[src/rtl/qdma_stm_c2h_stub.sv]
// rtl/qdma_stm_c2h_stub.sv - C2H stream stub: header strip, qid/mdata tagging, drop and stats
// Optional statistics (pkt_cnt, drop_cnt, err_sticky) built only with QDMA_C2H_STUB_STATS_EN.
module qdma_stm_c2h_stub #(
  parameter int MAX_DATA_WIDTH = 512,
  parameter int QID_BITS       = 11,
  parameter int CNT_BITS       = 32
) (
  input  logic                      clk,
  input  logic                      rst,
  input  logic [MAX_DATA_WIDTH-1:0] in_axis_tdata,
  input  logic                      in_axis_tuser,
  input  logic                      in_axis_tlast,
  input  logic                      in_axis_tvalid,
  output logic                      in_axis_tready,
  output logic [MAX_DATA_WIDTH-1:0] out_axis_tdata,
  output logic [QID_BITS-1:0]       out_axis_qid,
  output logic [31:0]               out_axis_mdata,
  output logic                      out_axis_tlast,
  output logic                      out_axis_tvalid,
  input  logic                      out_axis_tready,
  output logic [CNT_BITS-1:0]       pkt_cnt,
  output logic [CNT_BITS-1:0]       drop_cnt,
  output logic                      err_sticky
);

  typedef enum logic [1:0] {
    S_HDR  = 2'd0,
    S_PLD  = 2'd1,
    S_DROP = 2'd2
  } state_t;

  state_t              state;
  logic [QID_BITS-1:0] qid_q;
  logic [31:0]         mdata_q;
  logic                in_accept;
  logic                pld_load;

  // Only the payload state is throttled by the single-entry output register.
  always_comb begin
    in_axis_tready = 1'b0;
    if (!rst) begin
      in_axis_tready = (state != S_PLD) || !out_axis_tvalid || out_axis_tready;
    end
  end

  assign in_accept = in_axis_tvalid && in_axis_tready;
  assign pld_load  = in_accept && (state == S_PLD) && !in_axis_tuser;

  always_ff @(posedge clk) begin
    if (rst) begin
      state   <= S_HDR;
      qid_q   <= '0;
      mdata_q <= '0;
    end else if (in_accept) begin
      case (state)
        S_HDR: begin
          if (in_axis_tuser) begin
            if (!in_axis_tlast) begin
              qid_q   <= in_axis_tdata[QID_BITS-1:0];
              mdata_q <= in_axis_tdata[63:32];
              state   <= S_PLD;
            end
          end else if (!in_axis_tlast) begin
            state <= S_DROP;
          end
        end
        S_PLD: begin
          // A stray header inside a packet is discarded; the latched tag is kept.
          if (!in_axis_tuser && in_axis_tlast) begin
            state <= S_HDR;
          end
        end
        S_DROP: begin
          if (in_axis_tlast) begin
            state <= S_HDR;
          end
        end
        default: state <= S_HDR;
      endcase
    end
  end

  always_ff @(posedge clk) begin
    if (rst) begin
      out_axis_tvalid <= 1'b0;
      out_axis_tlast  <= 1'b0;
      out_axis_qid    <= '0;
      out_axis_mdata  <= '0;
      out_axis_tdata  <= '0;
    end else if (pld_load) begin
      out_axis_tvalid <= 1'b1;
      out_axis_tlast  <= in_axis_tlast;
      out_axis_qid    <= qid_q;
      out_axis_mdata  <= mdata_q;
      out_axis_tdata  <= in_axis_tdata;
    end else if (out_axis_tready) begin
      out_axis_tvalid <= 1'b0;
    end
  end

`ifdef QDMA_C2H_STUB_STATS_EN
  logic drop_inc;
  logic err_set;
  logic pkt_inc;

  always_comb begin
    drop_inc = 1'b0;
    err_set  = 1'b0;
    pkt_inc  = 1'b0;
    if (in_accept) begin
      case (state)
        S_HDR: begin
          if (!in_axis_tuser) begin
            drop_inc = 1'b1;
            err_set  = 1'b1;
          end else if (in_axis_tlast) begin
            drop_inc = 1'b1;
          end
        end
        S_PLD: begin
          if (in_axis_tuser) begin
            drop_inc = 1'b1;
            err_set  = 1'b1;
          end else if (in_axis_tlast) begin
            pkt_inc = 1'b1;
          end
        end
        S_DROP: drop_inc = 1'b1;
        default: ;
      endcase
    end
  end

  always_ff @(posedge clk) begin
    if (rst) begin
      pkt_cnt    <= '0;
      drop_cnt   <= '0;
      err_sticky <= 1'b0;
    end else begin
      if (pkt_inc) begin
        pkt_cnt <= pkt_cnt + CNT_BITS'(1);
      end
      if (drop_inc) begin
        drop_cnt <= drop_cnt + CNT_BITS'(1);
      end
      if (err_set) begin
        err_sticky <= 1'b1;
      end
    end
  end
`else
  assign pkt_cnt    = '0;
  assign drop_cnt   = '0;
  assign err_sticky = 1'b0;
`endif

endmodule
[config.mk]
export PLATFORM = sky130hd
export DESIGN_NAME = qdma_stm_c2h_stub
export DESIGN_NICKNAME = d
export VERILOG_FILES = /design/src/rtl/qdma_stm_c2h_stub.sv
export SDC_FILE = /design/constraint.sdc
export NUM_CORES = 1
export LEC_CHECK = 0
export CELL_PAD_IN_SITES_DETAIL_PLACEMENT = 1
export CELL_PAD_IN_SITES_GLOBAL_PLACEMENT = 2
export CORE_AREA = 5 5 447 449
export CTS_CLUSTER_DIAMETER = 80
export CTS_CLUSTER_SIZE = 25
export DETAILED_ROUTE_END_ITERATION = 8
export DIE_AREA = 0 0 452 454
export GPL_ROUTABILITY_DRIVEN = 0
export PLACE_DENSITY = 0.6
export SYNTH_ARGS = -nofsm -noshare
export SYNTH_HDL_FRONTEND = slang
export SYNTH_SLANG_ARGS = --single-unit
[constraint.sdc]
create_clock -name clk -period 3.3 [get_ports clk]
set_input_delay 0.66 -clock clk [delete_from_list [all_inputs] [get_ports clk]]
set_output_delay 0.66 -clock clk [all_outputs]
set_load 0.03 [all_outputs]
Word level (Yosys, flattened, before mapping)
Index checks and enable logic that the tools add are counted.
- word-level logic and storage cells: 36
- flip-flop bits (word level): 602
- multiplexer cells: 9
- bitwise operators: 1
- reductions and logical operators: 12
- equal/unequal tests: 6
- operators by type and width (operator ; number):
    $mux W2 ; 5
    $reduce_and A4 Y1 ; 2
    $pmux W2 S3 ; 1
    $logic_and A1 B1 Y1 ; 4
    $ne A2 B1 Y1 const B ; 2
    $ne A2 B2 Y1 const B ; 2
    $mux W1 ; 3
    $eq A2 B1 Y1 const B ; 1
    $eq A2 B2 Y1 const B ; 1
    $logic_not A1 Y1 ; 2
    $logic_not A2 Y1 ; 1
    $logic_or A1 B1 Y1 ; 2
    $reduce_bool A2 Y1 ; 1
    $not A1 Y1 ; 1

Depth between registers and ports, before layout
Gate-level depths: netlist (run 1).
- depth after elaboration: 8
- depth in mapped cells: 8
- depth with buffers taken out: 3

Worst setup path after synthesis (run 1)
No wires, ideal clock.
- path kind: input to output
- start: in rst
- end: out in_axis_tready
- path buffers: 3
- slack: 1.011 ns
- cell stages on the path: 4
- data required time: 2.640 ns
- data arrival time: 1.629 ns
- cells stage by stage: clkbuf_1 -> buf_2 -> clkbuf_1 -> nor2b_1
- cells in the longest elaborated chain, start to end: 1
- ends and longest elaborated chain (item ; line ; RTL):
    start, declared ; 9 ; input logic rst,
    $mux W1 ; 41 ; if (!rst) begin
    end, declared ; 14 ; output logic in_axis_tready,
No other way between the ends.

Worst setup path in the final report (run 1)
- start: reg state[0]
- end: out in_axis_tready
- cells in the longest elaborated chain, start to end: 4
- ends and longest elaborated chain (item ; line ; RTL):
    start, declared ; 32 ; state_t state;
    start signal, assigned ; 51 ; state <= S_HDR;
    start signal, assigned ; 61 ; state <= S_PLD;
    start signal, assigned ; 64 ; state <= S_DROP;
    $ne A2 B1 Y1 ; 42 ; in_axis_tready = (state != S_PLD) || !out_axis_tvalid || out_axis_tready;
    $logic_or A1 B1 Y1 (2 in series) ; 42 ;
    $mux W1 ; 41 ;
No other way between the ends.

==> results.py, run 1 <==
metrics = {
    "setup_path": {
        "cp.arrival_ps": 2180,
        "crit_path_end_kind": "primary output",
        "slowest_delay_ps": 570,
        "path_buf_inv": 1,
        "cp_max_fo": 6,
        "crit_family": "simple AND/OR/NAND/NOR gates",
        "crit_type": "reg2out",
        "cp-start-kind": "flip-flop",
        "cp.required_ps": 2640,
        "crit_chain": "or4bb_1 > nor2b_1 > dlymetal6s2s_1",
        "cp_slowest_cell": "or4bb_1",
    },
    "floorplan": {
        "core-area_mm2": 0.196,
        "dieArea_mm2": 0.205,
        "die_h_um": 454,
        "rows": 163,
        "initial_core_util_pct": 13.7,
        "die_w_um": 452,
        "io-pin-count": 1141,
    },
    "global_route": {
        "antenna_found_initial": 16,
        "grt_pass1_wl_um": 200000,
        "track_usage_pct": 13.1,
        "grt_pass1_vias": 26521,
        "grt_max_degree": 178,
        "grt_overflow": 0,
    },
    "synth": {
        "netlist_instances": 3267,
        "syn_area_mm2": 0.0269,
        "yosys-top-cells-count": "1089 x o21ai_0, 602 x dfxtp_1, 558 x nor2b_1",
        "yosysWarningCount": 0,
        "synth.area.top_cells": "dfxtp_1 45%, o21ai_0 20%, nor2b_1 13%",
        "synth_flop_cell": "dfxtp_1",
        "yosys.area.top_type_share_pct": 44.9,
        "ys_seq_area_share_pct": 44.9,
        "syn_avg_cell_area_um2": 8.22,
        "synth_top_area_cell": "dfxtp_1",
        "yosysUniqueCellTypes": 24,
        "synth_most_common_cell": "o21ai_0",
        "postSynth.asyncResetShare_pct": 0,
        "ys_ff_latch": 602,
        "synth-edff-count": 0,
    },
    "clock_tree": {
        "htree_num_levels": 3,
        "cts_buffer_depth": 3,
        "hold_buffers": 0,
        "clock_latency_ps": 690,
        "tritoncts": "done",
        "numCtsBuffers": 72,
        "cts.sinks": 602,
        "root_buffer": "clkbuf_16",
        "path_clk_slew_ps": 80,
        "cts_setup_buffers": 0,
        "cts-resized-gates": 0,
    },
    "final_layout": {
        "fin_nets": 4688,
        "register_area_mm2": 0.0121,
        "multi_input_area_mm2": 0.0133,
        "final.fill_count": 22939,
        "postLayoutCoreUtil_pct": 21.9,
        "drive_above_1_share_pct": 4.80,
        "area_growth_syn_to_layout_pct": 59.3,
    },
    "timing": {
        "finalCritPeriodShare_pct": 86.1,
        "finalSetupViolCount": 0,
        "slew_headroom_pct": 32.9,
        "rsz0062_at_grt": "no",
        "finalCriticalPeriod_ps": 2840,
        "fin_setup_tns_ps": 0,
        "fmax_ghz": 0.352,
        "slew_violations": 0,
        "tightest_slew_ps": 1010,
        "fin_skew_ps": 47.2,
        "hold_viol_final": 0,
    },
    "placed_design": {
        "io_buffers": 1075,
        "dp_hpwl_um": 104000,
    },
    "drt": {
        "first_pass_iters": 5,
        "post_drt_wl_per_cell_um": 21.0,
        "drt_iter0_drc": 1257,
        "drc_errors": 0,
        "via_per_inst": 3.80,
        "drtAntennaViolNets": 0,
        "vias": 25809,
        "routed_wl_um": 143000,
    },
    "hold_path": {
        "hold_class": "reg2reg",
    },
    "power": {
        "leakagePower_nw": 14.9,
        "p_per_area_mw_per_mm2": 429,
        "vdd_drop_max_mv": 0.336,
    },
    "run": {
        "max_cap_violations": 0,
    },
    "status": {
        "status": "complete, no violations",
    },
}
-- stage by stage --
stage	instance area (um2)	hold WS [ps]	std cells	setup WS, ps	power (mW)
6_report	42800	487	6789	457	18.4
5_1_grt	42800	456	6787	325	19.2
4_1_cts	42800	424	6785	1.20	18.8
3_5_place_dp	40200	480	6653	144	9.61
3_3_place_gp	40200	467	6653	126	9.60
2_1_floorplan	27100	456	3331	1010	8.49
-- cell usage in the layout (no fill, tap or decap), types with 2 or more instances in the layout --
cell type	synthesis	layout
a31oi_1	2	2
clkbuf_16	0	74
diode_2	0	4
mux2i_1	43	43
clkinv_4	0	3
o31ai_1	20	20
nand2b_1	538	538
inv_6	0	7
clkinvlp_4	0	5
nor2b_1	558	557
inv_8	0	11
inv_1	22	22
o21ai_1	3	3
clkinv_8	0	9
buf_12	0	24
o21ai_0	1089	1089
inv_16	0	3
dfxtp_1	602	602
conb_1	1	65
bufinv_16	0	5
clkdlybuf4s50_1	0	1073
clkbuf_8	0	7
buf_4	65	46
clkinv_2	0	4
clkbuf_1	296	4
-- sequential cells by signal, indices dropped and copies added (netlist names) --
register	count
out_axis_mdata	32
out_axis_qid	11
out_axis_tlast	1
qid_q	11
state	2
mdata_q	32
out_axis_tdata	512
out_axis_tvalid	1
-- cell families (layout without fill, tap and decap cells) --
kind of cell	count (synthesis)	count (layout)	share of synthesized area [%]
compound gates	1117	1117	21.0
buf+inv	402	1299	6.73
flops	602	602	44.9
mux	43	43	1.60
other cells	1	69	0.0140
simple gates	1102	1102	25.7
-- area by class of cell --
class | count | area share [%]
Multi-Input combinational cell | 2327 | 31.0
Sequential cell | 602 | 28.2
Timing Repair Buffer | 1145 | 27.1
Tap cell | 2557 | 7.48
Clock buffer | 85 | 4.59
Clock inverter | 47 | 1.46
Inverter | 22 | 0.193
Antenna cell | 4 | 0.0234
-- routing by layer --
metal  routed length, um  vias up  global-route usage, %  part of all wire, %
li1                    -    12476                      -                    -
met1               58600    12556                   15.4                   41
met2               72300      638                   23.5                   51
met3                9510      131                   4.27                  6.7
met4                2260        8                   2.41                  1.6
met5                  49        -                      0                0.034
-- worst paths after layout --
| path | startpoint | slack [ps] | endpoint | cells after the start |
|---|---|---|---|---|
| max | state[0] | 460 | in_axis_tready | 3 |
| min | mdata_q[23] | 490 | mdata_q[23] | 2 |
| max reg2reg | state[0] | 1240 | out_axis_tdata[317] | 5 |
| min reg2reg | mdata_q[23] | 490 | mdata_q[23] | 2 |
-- power breakdown --
group / internal [mW] / switching, mW
combinational: 0.971 / 1.01
sequential: 7.37 / 0.0538
clock: 4.87 / 4.07
-- worst reg2reg max path, cell delays in order (launching register included) --
cell and delay, ps:
dfxtp_1 480, nand4bb_4 210, buf_12 230, buf_12 330
o21ai_0 550, o21ai_0 130
No activity file was read; power rests on OpenSTA's default activity.
==> run 2: changes to the inputs <==
--- a/config.mk
+++ b/config.mk
@@ -5,6 +5,7 @@
 export SDC_FILE = /design/constraint.sdc
 export NUM_CORES = 1
 export LEC_CHECK = 0
+export CAP_MARGIN = 10
 export CELL_PAD_IN_SITES_DETAIL_PLACEMENT = 1
 export CELL_PAD_IN_SITES_GLOBAL_PLACEMENT = 2
 export CORE_AREA = 5 5 447 449
==> results of run 2 <==
Same layout as run 1: the final DEF is identical, and so are final timing and power.
